<file path="src/rtl/psa_pipe.sv">
// ---------------------------------------------------------------------------
// psa_pipe
//   Two-stage pipelined SIMD (sub-word) adder/subtractor. The WIDTH-bit
//   operands are split into NL = WIDTH/LANE independent two's-complement
//   lanes. Each lane is added or subtracted with a saturating or wrapping
//   result. Every lane reports overflow in both modes, and a sticky copy
//   of that overflow accumulates per lane.
//
// Ports
//   clk, rst        rising-edge clock; asynchronous active-high reset
//   in_valid/ready  operand handshake (in_ready does not depend on in_valid)
//   a, b            operands; lane i occupies [i*LANE +: LANE]
//   op              bit0: 0 = add, 1 = a-b; bit1: 0 = saturate, 1 = wrap
//   out_valid/ready result handshake
//   sum, ovf        lane-wise result and per-lane overflow of that result
//   clr_sticky      one-cycle pulse that clears ovf_sticky
//   ovf_sticky      per-lane OR of ovf over all delivered beats
// ---------------------------------------------------------------------------
module psa_pipe #(
  parameter  int WIDTH = 16,
  parameter  int LANE  = 4,
  localparam int NL    = WIDTH / LANE
) (
  input  logic             clk,
  input  logic             rst,
  input  logic             in_valid,
  output logic             in_ready,
  input  logic [WIDTH-1:0] a,
  input  logic [WIDTH-1:0] b,
  input  logic [1:0]       op,
  output logic             out_valid,
  input  logic             out_ready,
  output logic [WIDTH-1:0] sum,
  output logic [NL-1:0]    ovf,
  input  logic             clr_sticky,
  output logic [NL-1:0]    ovf_sticky
);

  generate
    if (((WIDTH % LANE) != 0) || (LANE < 2)) begin : g_bad_cfg
      $error("psa_pipe: WIDTH must be a multiple of LANE and LANE must be >= 2");
    end
  endgenerate

  // Stage 1: captured operands
  logic             s1_valid_q, s1_valid_d;
  logic [WIDTH-1:0] s1_a_q, s1_a_d;
  logic [WIDTH-1:0] s1_b_q, s1_b_d;
  logic [1:0]       s1_op_q, s1_op_d;

  // Stage 2: registered result
  logic             s2_valid_q, s2_valid_d;
  logic [WIDTH-1:0] sum_q, sum_d;
  logic [NL-1:0]    ovf_q, ovf_d;
  logic [NL-1:0]    sticky_q, sticky_d;

  logic             s1_en, s2_en, out_hs;
  logic [WIDTH-1:0] lane_sum;
  logic [NL-1:0]    lane_ovf;

  // A stage may load when it is empty or when its content moves on this
  // cycle; this lets bubbles collapse and keeps in_valid out of in_ready.
  always_comb begin
    s2_en  = ~s2_valid_q | out_ready;
    s1_en  = ~s1_valid_q | s2_en;
    out_hs = s2_valid_q & out_ready;
  end

  assign in_ready   = s1_en;
  assign out_valid  = s2_valid_q;
  assign sum        = sum_q;
  assign ovf        = ovf_q;
  assign ovf_sticky = sticky_q;

  // Lane datapath. Each lane has its own adder, so no carry or borrow
  // crosses a lane boundary. Subtraction is a + ~b + 1.
  genvar gi;
  generate
    for (gi = 0; gi < NL; gi++) begin : g_lane
      logic [LANE-1:0] la, lb, lbp, raw, sat_val;
      logic            lovf;

      assign la      = s1_a_q[gi*LANE +: LANE];
      assign lb      = s1_b_q[gi*LANE +: LANE];
      assign lbp     = s1_op_q[0] ? ~lb : lb;
      assign raw     = la + lbp + {{(LANE-1){1'b0}}, s1_op_q[0]};
      // Overflow: both addends share a sign and the result sign differs.
      assign lovf    = (la[LANE-1] == lbp[LANE-1]) && (raw[LANE-1] != la[LANE-1]);
      // Clamp toward the sign of A: most negative or most positive value.
      assign sat_val = la[LANE-1] ? {1'b1, {(LANE-1){1'b0}}}
                                  : {1'b0, {(LANE-1){1'b1}}};

      assign lane_sum[gi*LANE +: LANE] = (lovf && !s1_op_q[1]) ? sat_val : raw;
      assign lane_ovf[gi]              = lovf;
    end
  endgenerate

  always_comb begin
    s1_valid_d = s1_valid_q;
    s1_a_d     = s1_a_q;
    s1_b_d     = s1_b_q;
    s1_op_d    = s1_op_q;
    if (s1_en) begin
      s1_valid_d = in_valid;
      // Operands are sampled only on a real handshake.
      if (in_valid) begin
        s1_a_d  = a;
        s1_b_d  = b;
        s1_op_d = op;
      end
    end
  end

  always_comb begin
    s2_valid_d = s2_valid_q;
    sum_d      = sum_q;
    ovf_d      = ovf_q;
    if (s2_en) begin
      s2_valid_d = s1_valid_q;
      if (s1_valid_q) begin
        sum_d = lane_sum;
        ovf_d = lane_ovf;
      end
    end
  end

  // A clear that coincides with a delivered beat leaves exactly that
  // beat's overflow bits set.
  always_comb begin
    sticky_d = clr_sticky ? '0 : sticky_q;
    if (out_hs) begin
      sticky_d = sticky_d | ovf_q;
    end
  end

  always_ff @(posedge clk or posedge rst) begin
    if (rst) begin
      s1_valid_q <= 1'b0;
      s1_a_q     <= '0;
      s1_b_q     <= '0;
      s1_op_q    <= '0;
      s2_valid_q <= 1'b0;
      sum_q      <= '0;
      ovf_q      <= '0;
      sticky_q   <= '0;
    end else begin
      s1_valid_q <= s1_valid_d;
      s1_a_q     <= s1_a_d;
      s1_b_q     <= s1_b_d;
      s1_op_q    <= s1_op_d;
      s2_valid_q <= s2_valid_d;
      sum_q      <= sum_d;
      ovf_q      <= ovf_d;
      sticky_q   <= sticky_d;
    end
  end

endmodule

</file>
<file path="config.mk">
export PLATFORM = sky130hd
export DESIGN_NAME = psa_pipe
export DESIGN_NICKNAME = d
export VERILOG_FILES = /design/src/rtl/psa_pipe.sv
export SDC_FILE = /design/constraint.sdc
export NUM_CORES = 1
export LEC_CHECK = 0
export CAP_MARGIN = 20
export CELL_PAD_IN_SITES_DETAIL_PLACEMENT = 0
export CELL_PAD_IN_SITES_GLOBAL_PLACEMENT = 1
export CORE_MARGIN = 2
export CORE_UTILIZATION = 25
export CTS_CLUSTER_SIZE = 12
export DETAILED_ROUTE_END_ITERATION = 10
export PLACE_DENSITY = 0.52
export SLEW_MARGIN = 20
export SYNTH_ARGS = -nofsm -noshare
export SYNTH_HDL_FRONTEND = slang
export SYNTH_SLANG_ARGS = --single-unit
</file>
<file path="constraint.sdc">
create_clock -name clk -period 4.6 [get_ports clk]
set_clock_uncertainty 0.2 [all_clocks]
set_input_delay 0.46 -clock clk [delete_from_list [all_inputs] [get_ports clk]]
set_output_delay 0.46 -clock clk [all_outputs]
set_load 0.01 [all_outputs]
</file>
After elaboration in Yosys (flattened, before gate mapping)
Index checks and enable logic that the tools add are counted.
{"block": "classes", "eq_ne": 8, "bitwise_logic": 10, "add_sub_neg": 8, "muxes": 14, "reduce_logical": 11}
{"cell": "$mux W4", "count": 14}
{"cell": "$add A4 B1 Y4", "count": 4}
{"cell": "$add A4 B4 Y4", "count": 4}
{"cell": "$not A4 Y4", "count": 4}
{"cell": "$logic_and A1 B1 Y1", "count": 8}
{"cell": "$eq A1 B1 Y1", "count": 4}
{"cell": "$ne A1 B1 Y1", "count": 4}
{"cell": "$or A4 B4 Y4", "count": 1}
{"cell": "$reduce_and A2 Y1", "count": 2}
{"cell": "$not A1 Y1", "count": 2}
{"cell": "$or A1 B1 Y1", "count": 2}
{"cell": "$and A1 B1 Y1", "count": 1}
{"cell": "$logic_not A1 Y1", "count": 1}
{"block": "totals", "output_inout_bits": 26, "regBits": 60}

Longest topological paths before layout
Gate-level depths: netlist (run 1).
{"block": "logic_depth", "word_depth": 8, "mapped_depth": 8}

Worst setup path after synthesis (run 1)
OpenSTA, ideal clock, no wires.
{"block": "synth_path", "path_type": "register to register", "startpoint": "register s1_op_q[0]", "endpoint": "register sum_q[15], in the netlist sum[15]", "setup_slack_ns": 2.458, "stages_incl_launch_ff": 9, "arrival_time_ns": 1.819, "path_cell_list": "dfrtp_1 > buf_6 > buf_6 > xor2_1 > ha_1 > a21oi_1 > o21a_1 > mux2i_1 > o221a_2"}
{"block": "synth_between", "elab_chain_len": 7, "elab_cells_between_ends": 8, "classes_between": "2 x add/sub; 2 x eq/ne; 2 x mux; 2 x reduce/logical"}
{"item": "start: declaration", "line_no": "49", "source": "logic [1:0] s1_op_q, s1_op_d;"}
{"item": "start signal: assignment", "line_no": "150", "source": "s1_op_q <= s1_op_d;"}
{"item": "$mux W4", "line_no": "85", "source": "assign lbp = s1_op_q[0] ? ~lb : lb;"}
{"item": "$add A4 B4 Y4", "line_no": "86", "source": "assign raw = la + lbp + {{(LANE-1){1'b0}}, s1_op_q[0]};"}
{"item": "$add A4 B1 Y4", "line_no": "86"}
{"item": "$ne A1 B1 Y1", "line_no": "88", "source": "assign lovf = (la[LANE-1] == lbp[LANE-1]) && (raw[LANE-1] != la[LANE-1]);"}
{"item": "$logic_and A1 B1 Y1", "line_no": "88"}
{"item": "$logic_and A1 B1 Y1", "line_no": "93", "source": "assign lane_sum[gi*LANE +: LANE] = (lovf && !s1_op_q[1]) ? sat_val : raw;"}
{"item": "$mux W4 (*)", "line_no": "93"}
{"item": "end signal: assignment", "line_no": "152", "source": "sum_q <= sum_d;"}
{"item": "end: declaration", "line_no": "53", "source": "logic [WIDTH-1:0] sum_q, sum_d;"}
Mark *: on every way between the ends. The rest lies on a longest branch, timed or not.
A chain may end at the register's enable or synchronous reset.

Worst setup path in the final report (run 1)
{"block": "layout_path", "startpoint": "register s1_op_q[0]", "endpoint": "register ovf_q[2], in the netlist ovf[2]"}
{"block": "layout_between", "elab_chain_len": 5, "elab_cells_between_ends": 6, "classes_between": "2 x add/sub; 2 x eq/ne; 1 x mux; 1 x reduce/logical"}
{"item": "$mux W4", "line_no": "85"}
{"item": "$add A4 B4 Y4", "line_no": "86"}
{"item": "$add A4 B1 Y4", "line_no": "86"}
{"item": "$ne A1 B1 Y1", "line_no": "88"}
{"item": "$logic_and A1 B1 Y1 (*)", "line_no": "88"}
{"item": "end signal: assignment", "line_no": "153", "source": "ovf_q <= ovf_d;"}
{"item": "end: declaration", "line_no": "54", "source": "logic [NL-1:0] ovf_q, ovf_d;"}
Marked as above.

==> results of run 1 <==
cell usage in the layout (no fill, tap or decap), types with 4 or more instances in the layout:
cell and instances:
xor2_1 16, o21ai_0 9, inv_1 10, a21oi_1 16, mux2i_1 8, mux2_2 37
xor2_2 4, o2111ai_1 4, clkbuf_16 9, ha_1 8, dfrtp_1 60, nand3_1 10
nand2_1 24, a31oi_1 4, fa_1 4, a21boi_0 9, nor2_1 8, clkdlybuf4s50_1 64
o31ai_1 9
area by class of cell:
type,count,area (um^2)
clock inverters,5,75.07
inverters,11,41.29
clock buffers,11,242.7
multi-input cells,195,1567
well taps,172,215.2
fillers,1313,8227
repair buffers,65,648.1
flip-flops and latches,60,1501
power by group through the flow:
stage / clock, uW / combinational, uW / sequential (uW)
CTS: 741 / 824 / 787
global placement: 0 / 811 / 794
global route: 769 / 913 / 806
floorplan: 0 / 473 / 796
detailed placement: 0 / 822 / 796
finish: 727 / 811 / 781
per-stage QoR:
step / instance area (um^2) / hold slack (ps) / instances / total power (uW) / setup slack [ps]
2_1_floorplan: 3174 / 272.4 / 275 / 1269 / 2455
3_3_place_gp: 3973 / 268.7 / 503 / 1605 / 1838
3_5_place_dp: 3973 / 269.9 / 503 / 1617 / 1828
4_1_cts: 4290 / 282.2 / 519 / 2352 / 1848
5_1_grt: 4290 / 306.6 / 519 / 2488 / 1652
6_report: 4290 / 274.3 / 519 / 2320 / 1913
final timing paths:
| path | end | slack, ps | depth (start not counted) |
|---|---|---|---|
| worst min register to register | sum[5]$_DFFE_PP0P_ | 270 | 2 |
| min in group asynchronous | ovf_sticky[1]$_DFF_PP0_ | 290 | 2 |
| worst max register to register | ovf[2]$_DFFE_PP0P_ | 1910 | 6 |
| worst min-delay path | sum[5]$_DFFE_PP0P_ | 270 | 2 |
| worst max-delay path | ovf[2]$_DFFE_PP0P_ | 1910 | 6 |
| max in group asynchronous | s1_a_q[15]$_DFFE_PP0P_ | 3000 | 3 |
worst max-delay path: stages, from the launching register on:
cell and delay [ps]:
dfrtp_1 980, xor2_1 300, ha_1 360, nand2_1 70, o21ai_2 260, mux2i_1 130
mux2_2 270
state kept, by name, indices dropped and copies added (netlist names):
| register | cells |
|---|---|
| out_valid | 1 |
| ovf | 4 |
| ovf_sticky | 4 |
| s1_a_q | 16 |
| s1_b_q | 16 |
| s1_op_q | 2 |
| s1_valid_q | 1 |
| sum | 16 |
kinds of logic after synthesis:
logic type	Yosys count	synth area share [%]
simple gates	57	8.357
fa+ha+maj	12	5.676
xor+xnor	21	6.740
compound gates	60	12.93
flops	60	47.30
mux	45	15.65
buf+inv	20	3.350
synthesized netlist by cell type (8+ instances only):
master    number  share of area (%)
o21ai_0        9                1.4
mux2i_1        8                2.5
ha_1           8                3.2
xor2_1        16                4.4
o31ai_1        9                2.1
mux2_2        37                 13
nand3_1       10                1.6
inv_1         11                1.3
nor2_1         8               0.95
a21boi_0       9                2.1
nand2_1       24                2.8
a21oi_1       16                2.5
dfrtp_1       60                 47
layer usage:
| metal | track usage (%) | share of wire (%) | vias up |
|---|---|---|---|
| met4 | 4.235 | 1.7 | 0 |
| met2 | 17.84 | 45 | 42 |
| met1 | 16.17 | 49 | 1084 |
| met5 | 0 | 0 | - |
| met3 | 3.581 | 4.3 | 7 |
| li1 | - | - | 1109 |
==> impl_results.md, run 1 <==
* Via-per-instance ratio at 4.320
* Actual slew at the worst max-slew pin at 969.6 ps
* Gate power share at 35.0%
* R2R Path Start: s1_op_q[0]$_DFFE_PP0P_
* Unrepaired setup endpoints after global routing: false
* Num CTS Buffers at 9
* Final setup fails at 0
* Cell internal pwr at 1573 uW
* Worst EP required at 4610 ps
* # clock sinks at 60
* Max Buffers Root-to-Sink at 2
* Type of origin of the critical path: flip-flop
* Final period demand of the worst path at 2687 ps
* Clock latency on the worst-skew pair at 330 ps
* Synthesis-to-finish area growth at 35.16%
* Avg Synthesized Cell Area at 11.54 um^2
* Drt pass-1 iters at 4
* Number of flops mapped to enable cells by yosys at 0
* Total Routing Usage GR at 11.85%
* Sequential fraction of the synthesis area at 47.30%
* DR WL/cell at 14.08 um
* Max-cap violations at 0
* Core Box Area at 0.01252 mm^2
* Peak VDD IR at 0.0001741 V
* Max-slew violation count at 0
* CTS-repair resized insts at 0
* Flops & latches, synth at 60
* Crit-path max FO at 18
* Clock power share at 31.4%
* Initial core utilization at 25.36%
* Hold Path Class: flip-flop to flip-flop
* Final core utilization at 34.28%
* WL final at 7.309 mm
* Nets at 393
* Initial antenna violation count at 0
* NetSw at 747.0 uW
* YS warnings at 0
* Port Buffers at 64
* Synth Flop Type: dfrtp_1
* Total gr overflow at 0
* P per Cell Area at 540.7 mW/mm^2
* CTS tree: built
* LEAKAGE at 0.001781 uW
* Number of H-tree levels at 3
* Fmax at 0.3721 GHz
* Hold path startpoint: sum[5]$_DFFE_PP0P_
* Netlist cell types at 34
* Vias in the first global route at 2,295
* DRC Markers at 0
* Sequential Power Share at 33.7%
* Clock-pin slew on the worst setup and hold paths at 50 ps
* Synth Net Count at 326
* Post-Syn Area at 0.003174 mm^2
* Outcome: finished, final reports clean
* Top-Level Pins at 65
* Switching portion of total power at 32.21%
* Antenna viol nets, final at 0
* Antenna Diode Count at 0
* Setup_tns at 0 ps
* Global placer's final weighted congestion at 0.6988
* Final hold vios at 0
* Die footprint at 0.01361 mm^2
* Die height at 116.7 um
* Chip Width at 116.7 um
* Async S/R FF share, synth at 100.0%
* Clock root buffer: clkbuf_16
* Fin crit share at 58.42%
* Setup CP Type: flip-flop to flip-flop
* CTS Hold Bufs at 0
* Crit end category: flip-flop
* HPWL after DPL at 5.372 mm
* Signal arrival time at the worst endpoint at 2700 ps
* Drt initial violations at 88
* Vias at 2,242
* Synth Instances at 275
* Share of layout cells above drive strength 1 at 19.88%
* Slew HR at 35.36%
* Num rows at 41
* Setup bufs post-CTS at 0
* Largest net degree at the start of global routing at 37
* Global-route wire length before repair at 12.00 mm
* Critical path launch point: s1_op_q[0]$_DFFE_PP0P_
Power figures use the tool's default switching activity.
==> inputs of run 2 (changes only) <==
clock period = 2.63 ns   (was 4.6 ns; I/O delays follow)
==> run 2 against run 1 <==
Net effect:
- sequential power is 74% higher
- register-to-register slack lost 1600 ps
- worst hold slack got worse by 170 ps
- cell area is 0.53% higher
- count of clock-buffer cells in the layout rose by 1
- flip-flop and latch count unchanged
- global-route usage up 0.13 points
- wire length is 0.26% higher
- critical path depth unchanged
- die area stayed put
- setup slack worse by 1600 ps
- clock power increased by 51%
- highest routed layer unchanged
==> impl_results.md, run 2 (synthesized netlist as in run 1, its figures left out) <==
* Outcome: finished, final reports clean
* Actual slew at the worst max-slew pin at 430.9 ps
* Final period demand of the worst path at 2294 ps
* Switching portion of total power at 32.96%
* Clock latency on the worst-skew pair at 330 ps
* Peak VDD IR at 0.0002708 V
* Die footprint at 0.01361 mm^2
* Pre-CTS setup slack at 136.2 ps
* Max Buffers Root-to-Sink at 2
* Final setup fails at 0
* Global placer's final weighted congestion at 0.7478
* # clock sinks at 60
* Crit-path cells: xor2_1 -> ha_1 -> a21oi_1 -> o2111ai_1 -> a21boi_0 -> o31ai_1
* Fin crit share at 87.23%
* Final hold vios at 0
* Commonest cells after routing, fill and taps aside: clkdlybuf4s50_1 (64), dfrtp_1 (59), mux2_2 (37), nand2_1 (24)
* LEAKAGE at 0.001794 uW
* Vias in the first global route at 2,316
* Clock-pin slew on the worst setup and hold paths at 50 ps
* Buf/Inv on CP at 0
* R2R Path Start: s1_op_q[0]$_DFFE_PP0P_
* CTS tree: built
* Reg2Reg Depth at 6
* Type of origin of the critical path: flip-flop
* Worst EP required at 2620 ps
* Die height at 116.7 um
* Setup CP Type: flip-flop to flip-flop
* Slowest stage cell, crit path: dfrtp_2
* DRC Markers at 0
* Commonest non-fill, non-tap cell in the layout: clkdlybuf4s50_1
* Num CTS Buffers at 9
* Global-route wire length before repair at 12.38 mm
* Total Routing Usage GR at 11.98%
* Core Box Area at 0.01252 mm^2
* Initial antenna violation count at 0
* R2r setup slk at 340 ps
* Drt initial violations at 81
* Crit end category: flip-flop
* Top-Level Pins at 65
* Num rows at 41
* Total gr overflow at 0
* Antenna viol nets, final at 0
* Clock power share at 28.3%
* Gate power share at 36.8%
* Share of layout cells above drive strength 1 at 21.14%
* Clock root buffer: clkbuf_16
* Nets at 398
* Port Buffers at 64
* DR WL/cell at 14.04 um
* Drt pass-1 iters at 4
* Chip Width at 116.7 um
* NetSw at 1286 uW
* Max-slew violation count at 0
* Via-per-instance ratio at 4.247
* Hold Path Class: primary input to asynchronous set/reset pin
* Cell internal pwr at 2616 uW
* Delay-heaviest family, CP: compound AO/OA/AOI/OAI gates
* Worst reg2reg endpoint: sum[0]$_DFFE_PP0P_
* HPWL after DPL at 5.391 mm
* Synthesis-to-finish area growth at 35.87%
* Max-cap violations at 0
* Crit-path max FO at 16
* Crit path largest cell delay at 560 ps
* Unrepaired setup endpoints after global routing: false
* Fmax at 0.4359 GHz
* Antenna Diode Count at 0
* Sequential Power Share at 34.9%
* Vias at 2,217
* Final worst slack at 335.7 ps
* Largest net degree at the start of global routing at 61
* Initial core utilization at 25.36%
* P per Cell Area at 904.6 mW/mm^2
* Slew HR at 71.07%
* WL final at 7.328 mm
* Number of H-tree levels at 3
* Signal arrival time at the worst endpoint at 2290 ps
* Setup_tns at 0 ps
-- run 2: per-stage QoR --
| stage | utilization (%) | power, uW | hold slack [ps] | area, um^2 | instances |
|---|---|---|---|---|---|
| CTS | 34.45 | 3974 | 139.0 | 4312 | 522 |
| global placement | 32.24 | 2827 | 273.7 | 4035 | 508 |
| floorplan | - | 2219 | 159.4 | 3174 | 275 |
| detailed placement | 32.24 | 2844 | 274.8 | 4035 | 508 |
| global route | 34.46 | 4211 | 150.4 | 4313 | 522 |
| finish | 34.46 | 3901 | 103.4 | 4313 | 522 |
-- run 2: worst reg2reg max path: cells and delay by family (launching register included) --
family	cells	cell delay, ps
XOR/XNOR	1	220
adder cells (fa/ha/maj)	1	330
AO/OA/AOI/OAI	4	850
flip-flops	1	560
-- run 2: area by class of cell --
cell class | instances | area, um^2
clock inverter | 2 | 10.01
clock buffer | 12 | 266.5
tap | 172 | 215.2
multi-input combinational | 195 | 1567
timing repair buffer | 70 | 710.7
inverter | 11 | 41.29
fill | 1278 | 8204
sequential | 60 | 1503
-- run 2: power by group through the flow --
stage                     clock, uW  combinational [uW]  sequential, uW
final                          1100                1440            1360
after global routing           1190                1610            1410
after CTS                      1140                1460            1370
after detailed placement          0                1450            1390
after global placement            0                1440            1390
after floorplan                   0                 828            1390
-- run 2: how the worst max path moves through the flow --
stage,cells past startpoint,from,endpoint
final,6,s1_op_q[0]$_DFFE_PP0P_,sum[0]$_DFFE_PP0P_
after global routing,6,s1_op_q[0]$_DFFE_PP0P_,sum[0]$_DFFE_PP0P_
after CTS,6,s1_op_q[0]$_DFFE_PP0P_,sum[0]$_DFFE_PP0P_
after detailed placement,6,s1_op_q[0]$_DFFE_PP0P_,sum[0]$_DFFE_PP0P_
after global placement,6,s1_op_q[0]$_DFFE_PP0P_,sum[0]$_DFFE_PP0P_
after floorplan,8,s1_op_q[0]$_DFFE_PP0P_,sum[15]$_DFFE_PP0P_
-- run 2: repair_timing --
item | in CTS | in global routing
setup buffers | 0 | 0
gates resized for setup | 0 | 1
hold buffers | 0 | 0
endpoints found under the setup margin | 0 | 2
-- run 2: per-layer routing --
| layer | vias to the layer above | track usage, % | part of all wire (%) |
|---|---|---|---|
| li1 | 1114 | - | - |
| met1 | 1056 | 16.50 | 49 |
| met2 | 37 | 17.84 | 45 |
| met3 | 10 | 2.698 | 3.6 |
| met4 | 0 | 5.647 | 1.9 |
| met5 | - | 0 | 0 |
